File: src/rtl/stack_rpn_pkg.sv
// Shared constants and types for the RPN command sequencer that fronts the
// 5-entry, 4-bit stack unit.
package stack_rpn_pkg;

    localparam int WIDTH = 4;
    localparam int DEPTH = 5;
    localparam int IDXW  = 3;

    localparam logic [1:0] CMD_NOP  = 2'b00;
    localparam logic [1:0] CMD_PUSH = 2'b01;
    localparam logic [1:0] CMD_POP  = 2'b10;
    localparam logic [1:0] CMD_GET  = 2'b11;

    typedef enum logic [3:0] {
        OP_ADD   = 4'b0000,
        OP_SUB   = 4'b0001,
        OP_AND   = 4'b0010,
        OP_XOR   = 4'b0011,
        OP_DUP   = 4'b0100,
        OP_DROP  = 4'b0101,
        OP_CLEAR = 4'b1111
    } op_e;

    typedef enum logic [3:0] {
        ST_IDLE,
        ST_PUSH,
        ST_GET_A,
        ST_GET_B,
        ST_CAP_A,
        ST_CAP_B,
        ST_POP1,
        ST_POP2,
        ST_PUSH_R,
        ST_CLEAR
    } state_e;

    function automatic logic is_binary(input logic [3:0] code);
        return (code == OP_ADD) || (code == OP_SUB) ||
               (code == OP_AND) || (code == OP_XOR);
    endfunction

endpackage

File: src/rtl/stack_rpn_alu.sv
// Combinational 4-bit ALU for the RPN sequencer; A is the old top of stack,
// B the entry below it. Results wrap modulo 2^WIDTH.
module stack_rpn_alu
    import stack_rpn_pkg::*;
(
    input  logic [3:0]       op,
    input  logic [WIDTH-1:0] a,
    input  logic [WIDTH-1:0] b,
    output logic [WIDTH-1:0] y
);

    always_comb begin
        y = '0;
        case (op)
            OP_ADD:  y = b + a;
            OP_SUB:  y = b - a;
            OP_AND:  y = b & a;
            OP_XOR:  y = b ^ a;
            OP_DUP:  y = a;
            default: y = '0;
        endcase
    end

endmodule

File: src/rtl/stack_rpn_sequencer.sv
// RPN token sequencer: turns operand/operator tokens into stack commands,
// shadows stack occupancy and flags underflow/overflow.
module stack_rpn_sequencer
    import stack_rpn_pkg::*;
(
    input  logic             CLK,
    input  logic             RESET_N,
    input  logic             TOK_VALID,
    output logic             TOK_READY,
    input  logic             TOK_KIND,
    input  logic [WIDTH-1:0] TOK_DATA,
    output logic [1:0]       S_COMMAND,
    output logic [IDXW-1:0]  S_INDEX,
    output logic [WIDTH-1:0] S_DATA,
    input  logic [WIDTH-1:0] S_Q,
    output logic             STK_RESET,
    output logic [2:0]       COUNT,
    output logic [WIDTH-1:0] RESULT,
    output logic             RESULT_VALID,
    output logic             ERR_UNDER,
    output logic             ERR_OVER
);

    localparam logic [2:0] FULL = 3'(DEPTH);

    state_e           state_q, state_d;
    logic [1:0]       cmd_q, cmd_d;
    logic [IDXW-1:0]  idx_q, idx_d;
    logic [WIDTH-1:0] data_q, data_d;
    logic             stk_reset_q, stk_reset_d;
    logic [2:0]       count_q, count_d;
    logic [WIDTH-1:0] result_q, result_d;
    logic             result_valid_q, result_valid_d;
    logic             err_under_q, err_under_d;
    logic             err_over_q, err_over_d;
    logic             tok_ready_q, tok_ready_d;
    logic [3:0]       op_q, op_d;
    logic [WIDTH-1:0] a_q, a_d;
    logic [WIDTH-1:0] b_q, b_d;
    logic [WIDTH-1:0] alu_y;
    logic             accept;

    stack_rpn_alu u_alu (
        .op (op_q),
        .a  (a_q),
        .b  (b_q),
        .y  (alu_y)
    );

    assign accept = TOK_VALID && tok_ready_q;

    // Every stack-facing output is computed for the state being entered, so the
    // registered command lines up with the state that owns it.
    always_comb begin
        state_d        = state_q;
        cmd_d          = CMD_NOP;
        idx_d          = '0;
        data_d         = '0;
        stk_reset_d    = 1'b0;
        count_d        = count_q;
        result_d       = result_q;
        result_valid_d = 1'b0;
        err_under_d    = err_under_q;
        err_over_d     = err_over_q;
        op_d           = op_q;
        a_d            = a_q;
        b_d            = b_q;

        case (state_q)
            ST_IDLE: begin
                if (accept) begin
                    op_d = TOK_DATA;
                    if (!TOK_KIND) begin
                        state_d = ST_PUSH;
                        cmd_d   = CMD_PUSH;
                        data_d  = TOK_DATA;
                        if (count_q == FULL) err_over_d = 1'b1;
                        else                 count_d    = count_q + 3'd1;
                    end else if (is_binary(TOK_DATA)) begin
                        if (count_q >= 3'd2) begin
                            state_d = ST_GET_A;
                            cmd_d   = CMD_GET;
                            count_d = count_q - 3'd1;
                        end else begin
                            err_under_d = 1'b1;
                        end
                    end else if (TOK_DATA == OP_DUP) begin
                        if (count_q != 3'd0) begin
                            state_d = ST_GET_A;
                            cmd_d   = CMD_GET;
                            if (count_q == FULL) err_over_d = 1'b1;
                            else                 count_d    = count_q + 3'd1;
                        end else begin
                            err_under_d = 1'b1;
                        end
                    end else if (TOK_DATA == OP_DROP) begin
                        if (count_q != 3'd0) begin
                            state_d = ST_POP1;
                            cmd_d   = CMD_POP;
                            count_d = count_q - 3'd1;
                        end else begin
                            err_under_d = 1'b1;
                        end
                    end else if (TOK_DATA == OP_CLEAR) begin
                        state_d     = ST_CLEAR;
                        stk_reset_d = 1'b1;
                        count_d     = '0;
                        err_under_d = 1'b0;
                        err_over_d  = 1'b0;
                    end
                end
            end
            ST_GET_A: begin
                if (op_q == OP_DUP) begin
                    state_d = ST_CAP_A;
                end else begin
                    state_d = ST_GET_B;
                    cmd_d   = CMD_GET;
                    idx_d   = IDXW'(1);
                end
            end
            ST_GET_B: begin
                a_d     = S_Q;
                state_d = ST_CAP_B;
            end
            ST_CAP_A: begin
                a_d            = S_Q;
                state_d        = ST_PUSH_R;
                cmd_d          = CMD_PUSH;
                data_d         = S_Q;
                result_d       = S_Q;
                result_valid_d = 1'b1;
            end
            ST_CAP_B: begin
                b_d     = S_Q;
                state_d = ST_POP1;
                cmd_d   = CMD_POP;
            end
            ST_POP1: begin
                if (op_q == OP_DROP) begin
                    state_d = ST_IDLE;
                end else begin
                    state_d = ST_POP2;
                    cmd_d   = CMD_POP;
                end
            end
            ST_POP2: begin
                state_d        = ST_PUSH_R;
                cmd_d          = CMD_PUSH;
                data_d         = alu_y;
                result_d       = alu_y;
                result_valid_d = 1'b1;
            end
            default: state_d = ST_IDLE;
        endcase

        tok_ready_d = (state_d == ST_IDLE);
    end

    always_ff @(posedge CLK or negedge RESET_N) begin
        if (!RESET_N) begin
            state_q        <= ST_IDLE;
            cmd_q          <= CMD_NOP;
            idx_q          <= '0;
            data_q         <= '0;
            stk_reset_q    <= 1'b1;
            count_q        <= '0;
            result_q       <= '0;
            result_valid_q <= 1'b0;
            err_under_q    <= 1'b0;
            err_over_q     <= 1'b0;
            tok_ready_q    <= 1'b0;
            op_q           <= '0;
            a_q            <= '0;
            b_q            <= '0;
        end else begin
            state_q        <= state_d;
            cmd_q          <= cmd_d;
            idx_q          <= idx_d;
            data_q         <= data_d;
            stk_reset_q    <= stk_reset_d;
            count_q        <= count_d;
            result_q       <= result_d;
            result_valid_q <= result_valid_d;
            err_under_q    <= err_under_d;
            err_over_q     <= err_over_d;
            tok_ready_q    <= tok_ready_d;
            op_q           <= op_d;
            a_q            <= a_d;
            b_q            <= b_d;
        end
    end

    assign TOK_READY    = tok_ready_q;
    assign S_COMMAND    = cmd_q;
    assign S_INDEX      = idx_q;
    assign S_DATA       = data_q;
    assign STK_RESET    = stk_reset_q;
    assign COUNT        = count_q;
    assign RESULT       = result_q;
    assign RESULT_VALID = result_valid_q;
    assign ERR_UNDER    = err_under_q;
    assign ERR_OVER     = err_over_q;

endmodule

File: config.mk
export PLATFORM = sky130hd
export DESIGN_NAME = stack_rpn_sequencer
export DESIGN_NICKNAME = d
export VERILOG_FILES = /design/src/rtl/stack_rpn_pkg.sv /design/src/rtl/stack_rpn_alu.sv /design/src/rtl/stack_rpn_sequencer.sv
export SDC_FILE = /design/constraint.sdc
export NUM_CORES = 1
export LEC_CHECK = 0
export CORE_MARGIN = 2
export CORE_UTILIZATION = 30
export DETAILED_ROUTE_END_ITERATION = 16
export PLACE_DENSITY_LB_ADDON = 0.25
export SYNTH_ARGS = -nofsm -noshare
export SYNTH_HDL_FRONTEND = slang
export SYNTH_HIERARCHICAL = 1
export SYNTH_SLANG_ARGS = --single-unit
File: constraint.sdc
create_clock -name CLK -period 3.3 [get_ports CLK]
set_clock_uncertainty 0.2 [all_clocks]
set_input_delay 0.99 -clock CLK [delete_from_list [all_inputs] [get_ports CLK]]
set_output_delay 0.99 -clock CLK [all_outputs]
set_load 0.01 [all_outputs]
==> results of run 1 <==
[metal layers]
metal,vias to the layer above,GRT usage
li1,872,-
met1,832,0.186
met2,42,0.204
met3,9,0.0302
met4,0,0.0500
met5,-,0
[state kept, by name, indices dropped and copies added (netlist names)]
signal        cells
RESULT            4
S_DATA            4
a_q               4
b_q               4
op_q              4
state_q           4
COUNT             3
S_COMMAND         2
ERR_OVER          1
ERR_UNDER         1
RESULT_VALID      1
STK_RESET         1
S_INDEX           1
TOK_READY         1
[path summary, 6_finish.rpt]
path	cells after the start	to	from
setup / recovery	10	RESULT[3]	op_q[1]
hold / removal	1	RESULT[0]	RESULT[0]
setup reg to reg	10	RESULT[3]	op_q[1]
hold reg to reg	1	RESULT[0]	RESULT[0]
max in group asynchronous	1	b_q[3]	RESET_N
min in group asynchronous	1	RESULT[0]	RESET_N
[metrics by stage]
step / instances / utilization / cell area, sq um / total power [mW]
floorplan: 225 / - / 2220 / 1.71
global placement: 349 / 0.363 / 2620 / 2.11
detailed placement: 349 / 0.363 / 2620 / 2.12
CTS: 357 / 0.376 / 2710 / 2.46
global route: 357 / 0.376 / 2710 / 2.66
finish: 357 / 0.376 / 2710 / 2.43
[power groups by stage]
stage / registers, mW / clock network (mW) / logic, mW
global placement: 0.770 / 0 / 1.34
detailed placement: 0.770 / 0 / 1.35
floorplan: 0.775 / 0 / 0.939
CTS: 0.761 / 0.339 / 1.36
global route: 0.793 / 0.358 / 1.51
finish: 0.759 / 0.320 / 1.35
[layout by cell type (no fill, tap or decap), types with 2 or more instances in the layout]
cell	Yosys	layout
o22a_1	2	2
buf_4	3	6
nor2_1	20	20
xor2_1	2	2
ha_1	12	12
o31ai_1	3	3
nand2b_1	13	13
a21o_1	12	12
inv_1	11	11
o21ai_0	6	6
nand4_1	2	2
dfrtp_1	34	34
xnor2_1	2	2
nand3_1	3	3
clkbuf_8	0	5
nor2b_1	4	4
clkinvlp_4	0	2
mux2i_1	6	6
nor4b_1	2	2
mux2_2	11	11
nand2_1	10	10
nor3_1	6	6
clkdlybuf4s50_1	0	29
a21oi_1	12	12
a22oi_1	5	5
o21a_1	4	4
conb_1	1	2
[logic make-up after synthesis]
group           share of synthesized area
simple gates                        0.188
compound gates                      0.189
flops                               0.395
buf+inv                            0.0507
mux                                0.0828
fa+ha+maj                          0.0766
xor+xnor                           0.0158
other cells                       0.00169
[critical path, stage by stage, from the launching register on]
cell and delay (ns):
dfrtp_1 0.39, nor4b_1 0.52, mux2i_1 0.35, ha_1 0.28, nor2b_1 0.12, o21a_1 0.17, or3b_1 0.34, o311ai_1 0.23
a22oi_1 0.11, nor2_1 0.17, a21o_1 0.10
[final cells by class]
class | instances | area (sq um) | share of cell area
Clock buffer | 5 | 68.8 | 0.0254
Clock inverter | 3 | 23.8 | 0.00877
Inverter | 11 | 41.3 | 0.0152
Multi-Input combinational cell | 168 | 1230 | 0.456
Sequential cell | 35 | 877 | 0.324
Tap cell | 99 | 124 | 0.0457
Timing Repair Buffer | 36 | 340 | 0.126
[Yosys cell counts (2+ instances only)]
cell,number,area share
ha_1,12,0.068
a21o_1,12,0.041
mux2_2,11,0.056
nand3_1,3,0.0068
buf_6,2,0.010
dfrtp_1,34,0.38
xor2_1,2,0.0079
inv_1,11,0.019
buf_4,3,0.010
nand2_1,10,0.017
nand2b_1,13,0.037
o22a_1,2,0.0079
nor2b_1,4,0.011
clkbuf_1,3,0.0051
xnor2_1,2,0.0079
nand4_1,2,0.0056
nor4b_1,2,0.0079
a22oi_1,5,0.017
buf_2,3,0.0068
nor2_1,20,0.034
o21ai_0,6,0.014
o31ai_1,3,0.010
nor3_1,6,0.014
mux2i_1,6,0.027
a21oi_1,12,0.027
o21a_1,4,0.014
==> reports/metrics.yaml, run 1 <==
drt_iter0_drc: 107
max_slew_margin: 0.480
initial_core_util: 0.308
ys_types: 57
numCtsBuffers: 5
cts_resized: 0
port_buffers: 30
avgSynthCellArea_sq_um: 9.91
crit_type: "reg2reg"
via_count: 1755
die_x_microns: 90.0
dr_wl_met3_microns: 206
outcome: "completed"
wl_per_cell_microns: 14.3
avgViaCountPerCell: 4.92
setup_slack_ns: 0.244
setup-violations-final: 0
ys.warnings.count: 6
synth-async-reset-ratio: 1.00
die_y_microns: 90.0
htree_levels: 2
cp.arrival_ns: 3.09
dpl.hpwl_microns: 3780
crit_required_ns: 3.34
grt_max_degree: 36
grt_pass1_vias: 1760
switching_share: 0.410
holdWs_ns: 0.286
clkPwrFrac: 0.132
p_int_mw: 1.43
top_layer_used: "met4"
clk_latency_ns: 0.29
synth_seq_cells: 35
dr.pass1.iters: 4
ant_nets: 0
finalWirelength_microns: 5090
syn2layout_area_growth_pct: 22.0
regToRegSetupSlack_ns: 0.24
cellLeakagePower_nw: 1.21
rsz0062_at_grt: "no"
wl_met2_microns: 2300
coreArea_sq_um: 7210
crit_fanout: 2
grt_pass1_wl_microns: 8800
drcViolationCount: 0
maxClockFrequency_mhz: 327
antennaDiodeCount: 0
ios: 33
layout-drive-gt1-share: 0.136
fin_nets: 282
p_comb_frac: 0.555
fill_cells: 751
power_switching_mw: 0.996
post_cts_buffers: 0
gp_congestion: 0.807
setup-tns-final_ns: 0
clock-sinks: 35
cts_tree: "done"
cp-end-kind: "flop"
grt_overflow: 0
yosysSeqAreaShare: 0.395
met1_length_microns: 2510
root_buffer: "clkbuf_8"
cts.path.max_buffers: 2
worstSetupStartpointType: "flop"
synth_ff_type: "dfrtp_1"
dp_slack_ns: 0.277
netlist_instances: 224
p_per_area_nw_per_um2: 896
slew_viol_final: 0
cap_violations: 0
ir_drop_v: 0.000289
synth_area_sq_um: 2220
die-area_sq_um: 8110
holdBufCountCts: 0
hold_viol_final: 0
placementRows: 31
worst_pin_slew_ns: 0.781
final.min_clock_period_ns: 3.06
antenna_found_initial: 0
min_path_type: "reg2reg"
post-route-period-util: 0.926
grt_use_total: 0.134
path_clk_slew_ns: 0.08
power_frac_seq: 0.313
synth_edf_count: 0
Note: power is estimated with default switching activity, not from simulation.
==> run 2, diff against run 1 <==
- CORE_UTILIZATION: 30 -> 41
- PLACE_DENSITY: unset -> 0.73
- PLACE_DENSITY_LB_ADDON: 0.25 -> unset
- SETUP_SLACK_MARGIN: unset -> 0.1
==> run 2 against run 1 <==
Worst setup slack better by 0.14 ns. First-iteration DRC count grew 48%. Global-route usage grew 4.1 points. Register-to-register slack gained 0.14 ns. Sequential share of layout area up 0.42 points. Critical path depth did not move. Die area down 26%. Final cell count decreased by 8.4%. Power is 0.40% higher. Fmax grew 4.8%. Core utilization increased by 14 points. Critical endpoint is now S_DATA[3]. Largest power group unchanged. Highest routed layer unchanged.
==> reports/metrics.yaml, run 2 (synthesized netlist as in run 1, its figures left out) <==
layout_common_cells: "dfrtp_1, clkdlybuf4s50_1, nor2_1"
clock-sinks: 35  # unchanged
hold_end: "ERR_UNDER"
port_buffers: 30  # unchanged
holdBufCountCts: 0  # unchanged
cts_resized: 0  # unchanged
seqCellArea_sq_um: 877  # unchanged
coreArea_sq_um: 5170  # -28%
rsz0062_at_grt: "no"
grt_overflow: 0  # unchanged
multi_input_area_sq_um: 1240  # +0.51%
dr.pass1.iters: 4  # unchanged
grt_max_degree: 36  # unchanged
finalWirelength_microns: 4950  # -2.9%
clk_latency_ns: 0.29  # about the same
max_slew_margin: 0.470  # -0.00952
root_buffer: "clkbuf_8"
holdWs_ns: 0.283  # -0.00290 ns
dpl.hpwl_microns: 3570  # -5.5%
ff2ff_path_depth: 10  # unchanged
gp_congestion: 0.831  # +3.0%
antenna_found_initial: 0  # unchanged
cp.arrival_ns: 2.94  # -0.15 ns
cap_violations: 0  # unchanged
layout-drive-gt1-share: 0.136  # +0.000528
min_path_type: "reg2reg"
syn2layout_area_growth_pct: 20.5
die_y_microns: 77.6  # -14%
crit_type: "reg2reg"
grt_pass1_vias: 1775  # +0.85%
outcome: "completed"
wl_per_cell_microns: 15.1  # +6.0%
ant_nets: 0  # unchanged
fin_nets: 282  # unchanged
grt_pass1_wl_microns: 8420  # -4.3%
numCtsBuffers: 5  # unchanged
r2r-start: "op_q[1]"
avgViaCountPerCell: 5.49  # +12%
cts.path.max_buffers: 2  # unchanged
die_x_microns: 77.6  # -14%
htree_levels: 2  # unchanged
cts_tree: "done"
maxClockFrequency_mhz: 343  # +4.8%
crit_required_ns: 3.33  # about the same
ir_drop_v: 0.000417  # +44%
antennaDiodeCount: 0  # unchanged
path_clk_slew_ns: 0.07  # about the same
regToRegSetupSlack_ns: 0.38  # +0.14 ns
grt_use_total: 0.175  # +0.0414
layout_commonest_cell: "dfrtp_1"
rr_endpoint: "S_DATA[3]"
cp-end-kind: "flop"
post-route-period-util: 0.884  # -0.0423
initial_core_util: 0.429  # +0.122
final.min_clock_period_ns: 2.92  # -0.140 ns
via_count: 1794  # +2.2%
hold_depth: 2  # +1
slew_viol_final: 0  # unchanged
drt_iter0_drc: 158  # +48%
drcViolationCount: 0  # unchanged
post_cts_buffers: 0  # unchanged
die-area_sq_um: 6020  # -26%
worstHoldStart: "ERR_UNDER"
hold_viol_final: 0  # unchanged
fill_cells: 463  # -38%
ios: 33  # unchanged
crit_fanout: 2  # unchanged
setup-tns-final_ns: 0  # unchanged
setup-violations-final: 0  # unchanged
placementRows: 26  # -16%
worst_pin_slew_ns: 0.795  # +0.0143 ns
p_per_area_nw_per_um2: 911  # +1.7%
cellLeakagePower_nw: 1.22  # +0.64%
worstSetupStartpointType: "flop"
[run 2: cell types whose count changed in the layout (fill, tap and decap cells not counted)]
cell / change
clkbuf_8: +1
clkinv_2: +1
clkinvlp_4: -2
inv_6: -1
nor4b_1: -1
nor4b_2: +1
[run 2: worst max-delay path, stage by stage (launching register included)]
cell and delay [ns]:
dfrtp_1 0.39, nor4b_2 0.35, mux2i_1 0.34, ha_1 0.28, nor2b_1 0.13, o21a_1 0.17
or3b_1 0.37, o311ai_1 0.27, a22oi_1 0.11, nor2_1 0.14, a21o_1 0.10
[run 2: cell type report]
class / instances / area share
clock buffers: 6 / 0.0309
repair buffers: 36 / 0.127
flip-flops and latches: 35 / 0.328
inverters: 11 / 0.0154
clock inverters: 1 / 0.00187
multi-input cells: 168 / 0.464
well taps: 70 / 0.0327
[run 2: metal layers]
| metal | global-route usage | share of wire | wire length, microns | vias up |
|---|---|---|---|---|
| li1 | - | - | - | 868 |
| met1 | 0.245 | 0.48 | 2400 | 880 |
| met2 | 0.272 | 0.47 | 2320 | 41 |
| met3 | 0.0419 | 0.037 | 183 | 5 |
| met4 | 0.0464 | 0.0087 | 43 | 0 |
| met5 | 0 | 0 | 0 | - |
[run 2: metrics by stage]
stage          power [mW]  setup WS (ns)  std cells  instance area [sq um]  utilization
2_1_floorplan        1.71          0.320        225                   2220            -
3_3_place_gp         2.08          0.393        320                   2580        0.499
3_5_place_dp         2.11          0.322        320                   2580        0.499
4_1_cts              2.43          0.295        327                   2670        0.516
5_1_grt              2.65          0.224        327                   2680        0.517
6_report             2.44          0.384        327                   2680        0.517
[run 2: power by group]
part | internal (mW) | leakage, nW | total (mW) | switching (mW)
registers | 0.594 | 0.448 | 0.765 | 0.171
logic | 0.690 | 0.728 | 1.36 | 0.670
clock network | 0.164 | 0.0470 | 0.312 | 0.149
[run 2: worst max path at each step]
| stage | endpoint | cells after the start | start |
|---|---|---|---|
| floorplan | S_DATA[3] | 11 | op_q[0] |
| global placement | RESULT[3] | 10 | op_q[1] |
| detailed placement | S_DATA[3] | 10 | op_q[1] |
| CTS | S_DATA[3] | 10 | op_q[1] |
| global route | RESULT[3] | 10 | op_q[1] |
| finish | S_DATA[3] | 10 | op_q[1] |
